<file path="config.mk">
export PLATFORM = sky130hd
export DESIGN_NAME = ahb_lite_decoder_mux
export DESIGN_NICKNAME = d
export VERILOG_FILES = /design/src/rtl/ahb_lite_decoder_mux.sv
export SDC_FILE = /design/constraint.sdc
export NUM_CORES = 1
export LEC_CHECK = 0
export ABC_AREA = 1
export CORE_AREA = 2 2 86 88
export CTS_CLUSTER_DIAMETER = 100
export DETAILED_ROUTE_END_ITERATION = 7
export DIE_AREA = 0 0 88 90
export DONT_BUFFER_PORTS = 1
export PLACE_DENSITY = 0.54
export SYNTH_ARGS = -nofsm -noshare
export SYNTH_HDL_FRONTEND = slang
export SYNTH_SLANG_ARGS = --single-unit
export TNS_END_PERCENT = 10
</file>
<file path="constraint.sdc">
create_clock -name HCLK -period 2.13 [get_ports HCLK]
set_input_delay 0.3195 -clock HCLK [delete_from_list [all_inputs] [get_ports HCLK]]
set_output_delay 0.3195 -clock HCLK [all_outputs]
set_load 0.01 [all_outputs]
</file>
<file path="src/rtl/ahb_lite_decoder_mux.sv">
// AHB-lite address decoder and slave-to-master response multiplexer.
// Slave i owns HADDR[31:28] == i; everything above NUM_SLAVES-1 goes to a
// built-in default slave that answers valid transfers with a two-cycle ERROR.
module ahb_lite_decoder_mux #(
  parameter int NUM_SLAVES = 4,
  parameter int CNT_W      = 8
) (
  input  logic                    HCLK,
  input  logic                    HRESETn,
  input  logic [31:0]             HADDR,
  input  logic [1:0]              HTRANS,
  output logic [NUM_SLAVES-1:0]   HSEL,
  input  logic [32*NUM_SLAVES-1:0] HRDATA_S,
  input  logic [NUM_SLAVES-1:0]   HREADYOUT_S,
  input  logic [2*NUM_SLAVES-1:0] HRESP_S,
  output logic                    HREADY,
  output logic [1:0]              HRESP,
  output logic [31:0]             HRDATA,
  output logic [CNT_W-1:0]        ERR_CNT
);

  typedef enum logic [1:0] {DS_IDLE, DS_ERR1, DS_ERR2} ds_state_t;

  localparam logic [4:0] NS = 5'(NUM_SLAVES);

  logic [3:0] region;
  logic       dflt_sel;
  logic       dvalid;
  logic       unused_addr;

  // Data-phase target: slave index, default-slave flag, nothing-selected flag
  logic [3:0] sel_idx_q, sel_idx_d;
  logic       sel_dflt_q, sel_dflt_d;
  logic       sel_none_q, sel_none_d;

  ds_state_t  state_q, state_d;
  logic       ds_ready;
  logic [1:0] ds_resp;

  logic [CNT_W-1:0] err_cnt_q, err_cnt_d;

  function automatic logic [CNT_W-1:0] sat_inc(input logic [CNT_W-1:0] v);
    return (&v) ? v : v + 1'b1;
  endfunction

  assign region      = HADDR[31:28];
  assign dflt_sel    = ({1'b0, region} >= NS);
  assign dvalid      = dflt_sel & HTRANS[1] & HREADY;
  assign unused_addr = ^{HADDR[27:0], HTRANS[0]};
  assign ERR_CNT     = err_cnt_q;

  // Address-phase one-hot decode; unmapped regions leave HSEL all zero
  always_comb begin
    HSEL = '0;
    for (int i = 0; i < NUM_SLAVES; i++) begin
      if (region == 4'(i)) HSEL[i] = 1'b1;
    end
  end

  // Capture the decoded target only when the bus advances
  always_comb begin
    sel_idx_d  = sel_idx_q;
    sel_dflt_d = sel_dflt_q;
    sel_none_d = sel_none_q;
    if (HREADY) begin
      sel_none_d = 1'b0;
      sel_dflt_d = dflt_sel;
      sel_idx_d  = dflt_sel ? 4'd0 : region;
    end
  end

  // Data-phase select register
  always_ff @(posedge HCLK or negedge HRESETn) begin
    if (!HRESETn) begin
      sel_idx_q  <= 4'd0;
      sel_dflt_q <= 1'b0;
      sel_none_q <= 1'b1;
    end else begin
      sel_idx_q  <= sel_idx_d;
      sel_dflt_q <= sel_dflt_d;
      sel_none_q <= sel_none_d;
    end
  end

  // Default-slave outputs depend on state only, keeping HREADY free of loops
  always_comb begin
    ds_ready = 1'b1;
    ds_resp  = 2'b00;
    case (state_q)
      DS_ERR1: begin ds_ready = 1'b0; ds_resp = 2'b01; end
      DS_ERR2: begin ds_ready = 1'b1; ds_resp = 2'b01; end
      default: begin ds_ready = 1'b1; ds_resp = 2'b00; end
    endcase
  end

  // Default-slave next state; ERR2 may chain straight into another ERR1
  always_comb begin
    state_d = state_q;
    case (state_q)
      DS_IDLE: state_d = dvalid ? DS_ERR1 : DS_IDLE;
      DS_ERR1: state_d = DS_ERR2;
      DS_ERR2: state_d = dvalid ? DS_ERR1 : DS_IDLE;
      default: state_d = DS_IDLE;
    endcase
  end

  // Count every entry into the first error cycle, saturating at all-ones
  always_comb begin
    err_cnt_d = err_cnt_q;
    if (state_d == DS_ERR1) err_cnt_d = sat_inc(err_cnt_q);
  end

  // FSM state and error counter
  always_ff @(posedge HCLK or negedge HRESETn) begin
    if (!HRESETn) begin
      state_q   <= DS_IDLE;
      err_cnt_q <= '0;
    end else begin
      state_q   <= state_d;
      err_cnt_q <= err_cnt_d;
    end
  end

  // Response mux; the loop compares against real slave indices only
  always_comb begin
    HREADY = 1'b1;
    HRESP  = 2'b00;
    HRDATA = '0;
    if (sel_dflt_q) begin
      HREADY = ds_ready;
      HRESP  = ds_resp;
    end else if (!sel_none_q) begin
      for (int i = 0; i < NUM_SLAVES; i++) begin
        if (sel_idx_q == 4'(i)) begin
          HREADY = HREADYOUT_S[i];
          HRESP  = HRESP_S[2*i +: 2];
          HRDATA = HRDATA_S[32*i +: 32];
        end
      end
    end
  end

endmodule

</file>
Yosys cells after proc, flatten, opt, wreduce, memory -nomap -nowiden:

Cells that the tools add are included.

* register bits after elaboration: 16
* bits of input ports: 176
* output and inout port bits: 47
* word-level logic and storage cells: 53

* add/subtract/negate cells: 1
* $lt $le $gt $ge: 1
* eq/ne operators: 9
* muxes and demuxes: 27
* bitwise logic cells: 3
* reductions and logical operators: 7

Operators by type and width (number)
* $mux 32: 6
* $eq 4x2->1 const B: 4
* $mux 1: 13
* $mux 2: 6
* $add 8x1->8 const B: 1
* $eq 4x1->1 const B: 2
* $logic_not 4->1: 2
* $reduce_and 8->1: 1
* $eq 2x1->1 const B: 2
* $ge 4x3->1 const B: 1
* $mux 4: 1
* $pmux 2 s2: 1
* $reduce_or 2->1: 2
* $and 1x1->1: 2
* $eq 2x2->1 const B: 1
* $logic_not 2->1: 1
* $reduce_and 2->1: 1
* $not 1->1: 1

Logic depth before layout (Yosys ltp):

Gate-level depths: netlist (run 1).

* depth after elaboration: 12
* gate-level depth with buffers: 12

Worst setup path before layout (run 1):

No wires, ideal clock.

* path kind: reg-to-output
* from: register sel_idx_q[2]
* to: output port HRDATA[16]
* arrival time: 1434 ps
* data required time: 1811 ps
* setup slack: 376 ps
* cell stages (with the launch flop): 7
* path buffers: 1
* path through: dfrtp_1 nor2_4 nand2_1 nor2_4 buf_4 a21oi_1 a311oi_1

* cells in the longest elaborated chain, start to end: 7
* elaborated cells on any way between the ends: 10

Ends and longest elaborated chain
* from (decl): RTL line 32 `logic [3:0] sel_idx_q, sel_idx_d;`
* from (signal assigned): RTL line 79 `sel_idx_q <= sel_idx_d;`
* $logic_not 4->1: RTL line 134 `if (sel_idx_q == 4'(i)) begin`
* $mux 32 (3 in a row): RTL line 134
* $mux 32 *: RTL line 134
* $mux 32 *: RTL line 132 `end else if (!sel_none_q) begin`
* $mux 32 *: RTL line 129 `if (sel_dflt_q) begin`
* to (decl): RTL line 18 `output logic [31:0] HRDATA,`

Every way passes the cells marked *; elsewhere a longest branch is shown, timed or not.

Worst setup path in the final report (run 1):

* from: register sel_idx_q[2]
* to: output port HRDATA[21]

Same word-level chain as after synthesis.

==> results.txt, run 1 <==
Clock-pin slew was measured on the worst setup and hold paths at 0.07 ns. By area the synthesized netlist is led by nand3_1 (21%), dfrtp_1 (19%), nand2_1 (8.5%). The net count reported at finish came out at 531.

The largest net degree at the start of global routing is 47. The worst setup path is launched from a flip-flop. The synthesis warning total came out at 0.

Of the post-synthesis cell area, the dominant cell type holds 0.2051. The starting DRC count in detailed routing came out at 142. The largest fanout of any net on the critical path came out at 11. In this run the deepest clock path goes through 2 buffers. The deepest level of the CTS H-tree is 1. The vias after detailed routing is 2551. Counting every net in the synthesized netlist gives 504. Measured against its own limit, the worst slew margin works out to 0.5067. The flow ran to the end, and the final reports show no timing, DRC or antenna violations.

The routability-driven placement congestion ratio came out at 0.7473. The transition time at the pin with the least slew margin is 0.7375 ns. The cell area that synthesis handed to floorplanning was 2026 µm². The number of setup violations in the final report is 0. The overall fraction of global-route tracks in use is 0.1873. The setup clock skew after layout is 0.003720 ns. The routed length per placed instance is 18.94 µm.

The post-detailed-route count of antenna-violating nets is 0. The number of distinct library cells after synthesis is 27. The fraction of layout instances using a drive strength above 1 is 0.2149.

The most numerous cell on the critical path is nor2_4. Synthesis handed over a netlist of 323 instances. The average instance in the mapped netlist occupies 6.271 µm².

The remaining design rule violation count came out at 0. The most instantiated flip-flop cell in the synthesis netlist is dfrtp_1. The count of buffer and inverter cells on the critical path is 3. The critical path goes through nor2_4 > nand2_2 > nor2_4 > buf_6 > clkbuf_16 > a21oi_1 > a311oi_1 > buf_4. The worst ir drop on vdd is 0.5220 mV. The growth of design area from synthesis to finish is 29.59%. The total power per unit cell area came out at 988.0 nW/µm².

The arrival time at the worst endpoint came out at 1.80 ns. The cell family contributing the most delay on the critical path is buffers and inverters. The number of hold violations in the final report came to 0. The smallest clock period supported by the final layout is computed as 2.118 ns.

The min-delay analysis places its worst path in the category in -> reg. The number of storage elements in the synthesis netlist came out at 16. The effective utilization at floorplan came out at 0.2885. The total area inside the core boundary comes to 7020 µm². The total grt overflow came out at 0. The number of max-slew violations in the final report came out at 0. The width of the die came out at 88 µm. The clock network latency to the later pin of the worst-skew pair came out at 0.25 ns. The clock buffer count from CTS is 3. The initial antenna violation count came out at 2. TritonCTS built the clock tree.

STA puts the critical path data required time at 1.81 ns. The worst setup path is captured at an output pin. Clock tree synthesis selected as its root buffer the cell clkbuf_8. The number of clock sinks came out at 16. The slowest cell on the critical path is dfrtp_1. The per-cell via count in the routed design is 5.682.

The delay contributed by the slowest stage of the critical path came out at 0.41 ns. The post-synthesis sequential area ratio is 0.1983. The number of buffer cells added on primary ports is 0. In the post-synthesis netlist, the cell with the most instances is nand3_1. Setup repair after global routing could not meet its margin everywhere. After synthesis, the most frequently instantiated cells are nand3_1 (83), nand2_1 (46), nor2_1 (32).

The reported leakage power came out at 1.065 nW. In the synthesized netlist the async set-or-reset flop fraction comes to 1.000. The critical path start-end classification is reg -> out. The total I/O pin count came out at 223. The design draws 2.593 mW. The library cell occupying the most area in the post-synthesis netlist is nand3_1. The final wirelength came out at 8502 µm.

The number of iterations in the first detailed-routing pass is 4. The HPWL after detailed placement came out at 6256 µm. The number of global-route vias before repair came out at 2248. The first-pass GRT wire length came out at 11650 µm. The chip height came out at 90 µm. Based on the critical path, the design can be clocked at up to 472.1 MHz.

The area of the die came out at 7920 µm². The number of rows in the core area came out at 31. The final total negative setup slack is 0 ns. The count of flip-flops with a built-in enable after synthesis is 0. In the finished design, the share of the clock period the worst path needs comes to 0.9945. The number of maximum-capacitance constraint violations is 0.
==> metal layers <==
metal / GRT usage / vias to the layer above / part of all wire
met1: 0.2230 / 1187 / 0.41
met5: 0 / - / 0
li1: - / 1207 / -
met2: 0.3125 / 147 / 0.45
met3: 0.08907 / 10 / 0.13
met4: 0.02308 / 0 / 0.012
==> placed cells by master (no fill, tap or decap), drive strengths merged <==
cell type | synthesis | layout
a211oi | 1 | 1
a21oi | 27 | 27
a311oi | 17 | 17
a31oi | 10 | 10
a41oi | 6 | 6
buf | 18 | 44
clkbuf | 9 | 7
clkinvlp | 0 | 3
dfrtp | 15 | 15
dfstp | 1 | 1
diode | 0 | 1
dlygate4sd3 | 0 | 1
ha | 5 | 5
inv | 19 | 18
nand2 | 48 | 48
nand3 | 85 | 85
nand3b | 2 | 2
nand4 | 1 | 1
nor2 | 38 | 38
nor3 | 1 | 1
nor3b | 1 | 1
o21ai | 14 | 14
xor2 | 4 | 4
==> state kept, by name, indices dropped and copies added, names as in the netlist <==
name and count:
ERR_CNT 8, sel_idx_q 4, state_q 2, sel_dflt_q 1, sel_none_q 1
==> final timing paths <==
check,to,slack [ns],depth (start not counted),start
setup / recovery,HRDATA[21],0.01,8,sel_idx_q[2]
hold / removal,state_q[0],0.29,2,HTRANS[1]
setup reg to reg,ERR_CNT[3],0.31,12,sel_idx_q[2]
hold reg to reg,sel_none_q,0.47,2,sel_none_q
max in group asynchronous,sel_idx_q[0],1.04,1,HRESETn
min in group asynchronous,ERR_CNT[5],0.57,1,HRESETn
==> stage by stage <==
stage,hold WS [ns],utilization,setup WS (ns),instance area (µm²),instances
after floorplan,0.02391,-,0.3764,2026,323
after global placement,0.02432,0.3297,0.2298,2315,428
after detailed placement,0.02440,0.3297,0.2431,2315,428
after CTS,0.2880,0.3400,-0.02516,2387,434
after global routing,0.3033,0.3736,-0.06079,2623,448
final,0.2881,0.3739,0.01172,2625,449
==> kinds of logic after synthesis <==
family	Yosys count	synth area share
simple gates	176	0.4157
fa+ha+maj	5	0.03088
buf+inv	47	0.1025
flops	16	0.1983
xor+xnor	4	0.01729
compound gates	75	0.2353
==> layout make-up <==
cell class | instances | area [µm²]
antenna | 1 | 2.502
clock buffer | 4 | 55.05
fill | 761 | 4395
inverter | 20 | 82.58
multi-input combinational | 260 | 1453
sequential | 16 | 404.1
tap | 99 | 123.9
timing repair buffer | 48 | 496.7
timing repair inverter | 1 | 7.507
==> timing repair <==
item	4_1_cts	5_1_grt
hold endpoints to repair	16	0
hold buffers	1	0
endpoints found under the setup margin	6	29
setup buffers	1	11
gates cloned	0	4
pin swaps	1	5
resized for setup	0	19
==> power by group <==
part	switching [mW]	total, mW	internal, mW	leakage (nW)
registers	0.118	0.491	0.374	0.207
clock network	0.110	0.274	0.164	0.0288
logic	1.05	1.83	0.778	0.829
total	1.28	2.59	1.32	1.06
Power figures use the tool's default switching activity.
==> run 2: changes to the inputs <==
CTS_CLUSTER_SIZE = 16   (was default)
==> results of run 2 <==
No change in the layout: final DEF, timing and power equal those of run 1.
